**src/rtl/irq_ctrl.sv**
```systemverilog
// Prioritised interrupt controller: synchronises and edge-detects the source lines, latches them as pending,
// and presents the lowest-numbered unmasked source to the decode unit. Software services it through a 4-word register window.
module irq_ctrl #(
    parameter int NSRC = 8,
    parameter int IDW  = 3
) (
    input  logic            clk,
    input  logic            reset,
    input  logic [NSRC-1:0] src,
    input  logic            int_taken,
    input  logic            wr_en,
    input  logic [1:0]      wr_addr,
    input  logic [31:0]     wr_data,
    input  logic [1:0]      rd_addr,
    output logic [31:0]     rd_data,
    output logic            irq,
    output logic [IDW-1:0]  irq_id
);

    localparam logic [1:0] ADDR_MASK    = 2'd0;
    localparam logic [1:0] ADDR_PENDING = 2'd1;
    localparam logic [1:0] ADDR_EOI     = 2'd2;
    localparam logic [1:0] ADDR_STATUS  = 2'd3;

    typedef enum logic {
        IDLE    = 1'b0,
        SERVING = 1'b1
    } state_t;

    state_t          state_q, state_d;
    logic [NSRC-1:0] s1_q, s1_d;
    logic [NSRC-1:0] s2_q, s2_d;
    logic [NSRC-1:0] prev_q, prev_d;
    logic [NSRC-1:0] pending_q, pending_d;
    logic [NSRC-1:0] mask_q, mask_d;
    logic [IDW-1:0]  cur_id_q, cur_id_d;

    logic [NSRC-1:0] edge_det;
    logic [NSRC-1:0] active;
    logic [NSRC-1:0] w1c;
    logic [NSRC-1:0] accept_clr;
    logic [IDW-1:0]  low_id;
    logic            in_service;
    logic            accept;
    logic            eoi_wr;
    logic            unused_wr_bits;

    // Upper write-data bits only matter for wide configurations; fold them so every bit is consumed.
    assign unused_wr_bits = ^wr_data;

    always_ff @(posedge clk or negedge reset) begin
        if (!reset) begin
            state_q   <= IDLE;
            s1_q      <= '0;
            s2_q      <= '0;
            prev_q    <= '0;
            pending_q <= '0;
            mask_q    <= '0;
            cur_id_q  <= '0;
        end else begin
            state_q   <= state_d;
            s1_q      <= s1_d;
            s2_q      <= s2_d;
            prev_q    <= prev_d;
            pending_q <= pending_d;
            mask_q    <= mask_d;
            cur_id_q  <= cur_id_d;
        end
    end

    always_comb begin
        s1_d     = src;
        s2_d     = s1_q;
        prev_d   = s2_q;
        edge_det = s2_q & ~prev_q;
    end

    assign in_service = (state_q == SERVING);
    assign active     = pending_q & mask_q;
    assign irq        = (|active) & ~in_service;

    // Scan downward so the lowest set index is the one left standing.
    always_comb begin
        low_id = '0;
        for (int i = NSRC - 1; i >= 0; i--) begin
            if (active[i]) begin
                low_id = IDW'(i);
            end
        end
    end

    assign irq_id = irq ? low_id : cur_id_q;
    assign accept = int_taken & irq;
    assign eoi_wr = wr_en && (wr_addr == ADDR_EOI);

    always_comb begin
        w1c    = '0;
        mask_d = mask_q;
        if (wr_en && (wr_addr == ADDR_MASK)) begin
            mask_d = wr_data[NSRC-1:0];
        end
        if (wr_en && (wr_addr == ADDR_PENDING)) begin
            w1c = wr_data[NSRC-1:0];
        end
    end

    always_comb begin
        accept_clr = '0;
        for (int i = 0; i < NSRC; i++) begin
            accept_clr[i] = accept && (low_id == IDW'(i));
        end
    end

    // Clears are applied first so a same-cycle edge re-pends the source.
    always_comb begin
        pending_d = (pending_q & ~w1c & ~accept_clr) | edge_det;
    end

    always_comb begin
        state_d  = state_q;
        cur_id_d = cur_id_q;
        case (state_q)
            IDLE: begin
                if (accept) begin
                    state_d  = SERVING;
                    cur_id_d = low_id;
                end
            end
            SERVING: begin
                if (eoi_wr) begin
                    state_d = IDLE;
                end
            end
            default: begin
                state_d = IDLE;
            end
        endcase
    end

    always_comb begin
        rd_data = '0;
        case (rd_addr)
            ADDR_MASK:    rd_data[NSRC-1:0] = mask_q;
            ADDR_PENDING: rd_data[NSRC-1:0] = pending_q;
            ADDR_EOI:     rd_data = '0;
            ADDR_STATUS: begin
                rd_data[31]       = in_service;
                rd_data[30]       = irq;
                rd_data[IDW-1:0]  = cur_id_q;
            end
            default:      rd_data = '0;
        endcase
    end

endmodule

```
**config.mk**
```make
export PLATFORM = sky130hd
export DESIGN_NAME = irq_ctrl
export DESIGN_NICKNAME = d
export VERILOG_FILES = /design/src/rtl/irq_ctrl.sv
export SDC_FILE = /design/constraint.sdc
export NUM_CORES = 1
export LEC_CHECK = 0
export ABC_AREA = 1
export CAP_MARGIN = 15
export CORE_MARGIN = 10
export CORE_UTILIZATION = 40
export CTS_CLUSTER_SIZE = 20
export DETAILED_ROUTE_END_ITERATION = 7
export PLACE_DENSITY = 0.75
export SLEW_MARGIN = 20
export SYNTH_ARGS = -nofsm -noshare
export SYNTH_HDL_FRONTEND = slang
export SYNTH_SLANG_ARGS = --single-unit
export TNS_END_PERCENT = 100
```
**constraint.sdc**
```tcl
create_clock -name clk -period 2.45 [get_ports clk]
set_input_delay 0.49 -clock clk [delete_from_list [all_inputs] [get_ports clk]]
set_output_delay 0.49 -clock clk [all_outputs]
set_load 0.03 [all_outputs]
```
## After elaboration in Yosys (flattened, before gate mapping)

Index checks and enable logic that the tools add are counted.

| operators by class | value |
|---|---|
| reduce and logical (&&, ||, !) cells | 16 |
| multiplexer cells | 16 |
| equality and inequality tests | 12 |
| bitwise operators | 11 |

Operators by type and width:

| cell | number |
|---|---|
| $and 8x8->8 | 4 |
| $mux 3 | 9 |
| $not 8->8 | 3 |
| $eq 3x3->1 const B | 4 |
| $pmux 3 s4 | 1 |
| $logic_and 1x1->1 | 11 |
| $pmux 5 s2 | 1 |
| $mux 8 | 1 |
| $or 8x8->8 | 1 |
| $reduce_or 8->1 | 1 |
| $eq 2x2->1 const B | 3 |
| $eq 3x2->1 const B | 2 |
| $eq 2x1->1 const B | 2 |
| $logic_not 2->1 | 2 |
| $eq 3x1->1 const B | 1 |
| $logic_not 3->1 | 1 |
| $and 1x1->1 | 2 |
| $mux 1 | 2 |
| $mux 2 | 1 |
| $pmux 1 s2 | 1 |
| $reduce_and 2->1 | 1 |
| $not 1->1 | 1 |

| storage, ports and cells | value |
|---|---|
| output and inout bits | 36 |
| word-level logic and storage cells | 62 |
| flip-flop bits (word level) | 44 |

## Logic depth before layout (Yosys ltp)

| logic depth | value |
|---|---|
| depth after elaboration | 14 |
| depth in mapped cells | 12 |
| gate-level depth less buffers | 12 |

## Worst setup path after synthesis

OpenSTA, ideal clock, no wires.

| timing | value |
|---|---|
| path type | reg2out |
| start | register pending_q[0] |
| end | output irq_id[2] |
| cell stages (with the launch flop) | 6 |
| required time | 1.960 ns |
| data arrival time | 1.576 ns |
| setup slack | 0.384 ns |
| buffers on the path | 0 |
| path through | dfrtp_1 > nand2_4 > nand2_4 > nor2_8 > a21oi_4 > o21ai_0 |

| on the way | value |
|---|---|
| cells in the longest elaborated chain, start to end | 4 |
| elaborated cells between the ends (all ways) | 5 |
| those cells by class | mux (2); bitwise (2); reduce/logical (1) |

RTL lines:

| element | line | text |
|---|---|---|
| from (decl) | 34 | `logic [NSRC-1:0] pending_q, pending_d;` |
| from (signal assigned) | 65 | `pending_q <= pending_d;` |
| $and 8x8->8 | 79 | `assign active = pending_q & mask_q;` |
| $reduce_or 8->1 | 80 | `assign irq = (\|active) & ~in_service;` |
| $and 1x1->1 | 80 |  |
| via irq | 16 | `output logic irq,` |
| $mux 3 | 92 | `assign irq_id = irq ? low_id : cur_id_q;` |
| to (decl) | 17 | `output logic [IDW-1:0] irq_id` |

The timed path passes the listed nets, and every way through them passes these cells.

## Worst setup path after layout

| timing | value |
|---|---|
| start | register mask_q[5] |
| end | output irq_id[1] |

| on the way | value |
|---|---|
| cells in the longest elaborated chain, start to end | 8 |
| elaborated cells between the ends (all ways) | 10 |
| those cells by class | mux (7); bitwise (2); reduce/logical (1) |

RTL lines:

| element | line | text |
|---|---|---|
| from (decl) | 35 | `logic [NSRC-1:0] mask_q, mask_d;` |
| from (signal assigned) | 66 | `mask_q <= mask_d;` |
| $and 8x8->8 (*) | 79 |  |
| $mux 3 (6 in series) | 86 | `if (active[i]) begin` |
| $mux 3 (*) | 92 |  |

Mark *: on every way between the ends. The rest lies on a longest branch, timed or not.

==> impl_metrics.json <==
{
  "run_status": "finished clean",
  "hold_path_class": "primary input to asynchronous set/reset pin",
  "ys_seq_elements": 44,
  "power_switching_uw": 853.0,
  "power_frac_clock": 0.213,
  "numCtsBuffers": 5,
  "via_per_inst": 4.201,
  "dpl_worst_slack_ps": 116.9,
  "antenna_found_initial": 0,
  "antenna_cells": 0,
  "startpoint_type": "flip-flop",
  "grt_pass1_vias": 1490,
  "final_layout_size_suffix_gt1_frac": 0.1710,
  "yosysTopAreaCell": "dfrtp_1",
  "hold_viol": 0,
  "routed_wl_um": 4081,
  "p_leak_uw": 0.001308,
  "drtIter0Drc": 135,
  "synthDominantCellAreaShare": 0.5314,
  "crit_path_end_kind": "output port",
  "powerDensity_mw_per_mm2": 871.5,
  "rsz0062_at_grt": "false",
  "clock_path_buffers": 2,
  "yosysUniqueCellTypes": 26,
  "finalCritPeriodShare": 0.9315,
  "fin_skew_ps": 8.135,
  "grt_usage": 0.09773,
  "setup_tns_ps": 0,
  "path_class": "flip-flop to output port",
  "yosys_warnings": 0,
  "yosys-top-cells-area": "dfrtp_1, nand2_1, buf_4, inv_1, o21ai_0",
  "wire_per_inst_um": 12.04,
  "ant_nets": 0,
  "syn2layout_area_growth_pct": 23.07,
  "max-cap-violations": 0,
  "nets": 317,
  "ir_drop_uv": 483.4,
  "min_period_ps": 2282,
  "cp_max_fo": 5,
  "clk-insertion-delay-late_ps": 290,
  "syn_avg_cell_area_um2": 9.250,
  "grt_max_degree": 35,
  "cts_sinks": 44,
  "drc": 0,
  "fmax_mhz": 438.2,
  "power_frac_comb": 0.376,
  "setup_viol": 0,
  "worstPathArrival_ps": 1790,
  "r2r_cells": 12,
  "global_route.overflow_total": 0,
  "h-tree-depth": 2,
  "critPathRequiredTime_ps": 1960,
  "slew_violations": 0,
  "port_buffers": 37,
  "grt_pass1_wl_um": 6851,
  "ctsHoldBuffers": 0,
  "seq_area_frac_synth": 0.5314,
  "seq_power_share": 0.410,
  "dp_hpwl_um": 3221,
  "dieHeight_um": 91.97,
  "gp_congestion": 0.8218,
  "fin_ws_ps": 167.8,
  "clk_pin_slew_ps": 80,
  "fp.dieW_um": 91.97,
  "io_pins": 84,
  "drtPass1Iterations": 4,
  "fp.dieArea_mm2": 0.008458,
  "clockRootBuffer": "clkbuf_8",
  "vias": 1424,
  "initial_core_util": 0.4083,
  "coreArea_mm2": 0.005075,
  "p_int_uw": 1369,
  "cts_tree": "done",
  "syn_area_mm2": 0.002072,
  "postSynthCellCount": 224,
  "rows": 26,
  "swShare": 0.3838
}
## sequential cells by signal, summed over array words and instances, names as in the netlist
name        flops
cur_id_q        3
in_service      1
mask_q          8
pending_q       8
prev_d          8
prev_q          8
s1_q            8
## worst max-delay path, stage by stage, from the launching register on
cell and delay [ps]:
dfrtp_1 380, nand2_1 90, nand2_2 90, inv_2 40, nand2_4 70, inv_2 40, a21oi_4 180, inv_2 80
o21ai_1 130, clkdlybuf4s15_1 390
## placed cells by master, fill, tap and decap left out, types with 6 or more instances in the layout
cell	netlist	routed
nand3_1	6	6
clkdlybuf4s50_1	0	22
inv_1	30	30
o21ai_0	18	18
clkbuf_8	0	7
nand2_1	60	60
dfrtp_1	44	44
conb_1	1	22
buf_4	22	11
## cells by family after synthesis
logic type,count (synthesis),synth area share
AO/OA/AOI/OAI,31,0.1027
AND/OR/NAND/NOR,90,0.2192
flip-flops,44,0.5314
other,1,0.001810
buffers and inverters,58,0.1449
## timing repair
action | 4_1_cts | 5_1_grt
buffers inserted | 0 | 0
resized for setup | 3 | 4
endpoints found under the setup margin | 3 | 3
## metal layers
| layer | part of all wire | vias to the layer above | GRT usage |
|---|---|---|---|
| met3 | 0.058 | 2 | 0.03830 |
| met2 | 0.51 | 41 | 0.1724 |
| met4 | 0.0047 | 0 | 0.03085 |
| li1 | - | 738 | - |
| met5 | 0 | - | 0 |
| met1 | 0.43 | 643 | 0.1049 |
## area by class of cell
class                           count  area (µm²)
Multi-Input combinational cell    143       749.5
Clock buffer                        7       96.34
Inverter                           35       131.4
Tap cell                           70       87.58
Fill cell                         482        2525
Sequential cell                    44        1101
Timing Repair Buffer               40       384.1
## cell usage after synthesis (all sizes together)
cell and instances:
nand2 69, dfrtp 44, inv 35, buf 22, o21ai 22, nor2 8
nand3 7, a22o 5, nand4 4, a21oi 2, clkbuf 1, conb 1
nand3b 1, nor3 1, o211ai 1, o21bai 1
## worst paths after layout
path	from	to	slack, ps
worst max-delay path	mask_q[5]	irq_id[1]	170
worst min-delay path	reset	s1_q[6]	60
worst max register to register	pending_q[7]	pending_q[6]	1070
worst min register to register	s1_q[5]	prev_d[5]	340
max in group asynchronous	reset	prev_q[0]	1710
min in group clk	s1_q[5]	prev_d[5]	340
## power by group through the flow
stage                     Clock (µW)  Sequential (µW)  Combinational, µW
after floorplan                    0              904                631
after detailed placement           0              926                871
after CTS                        487              912                848
final                            474              912                837
after global routing             518              924                919
after global placement             0              918                849
## stage by stage
stage | area (µm²) | power [µW] | hold slack, ps | cells | util
after floorplan | 2151 | 1535 | 194.4 | 245 | -
after global placement | 2457 | 1767 | 332.3 | 332 | 0.4842
after detailed placement | 2457 | 1798 | 334.7 | 332 | 0.4842
after CTS | 2550 | 2248 | 52.97 | 339 | 0.5025
after global routing | 2550 | 2362 | 66.04 | 339 | 0.5025
final | 2550 | 2222 | 55.92 | 339 | 0.5025
Power figures use the tool's default switching activity.
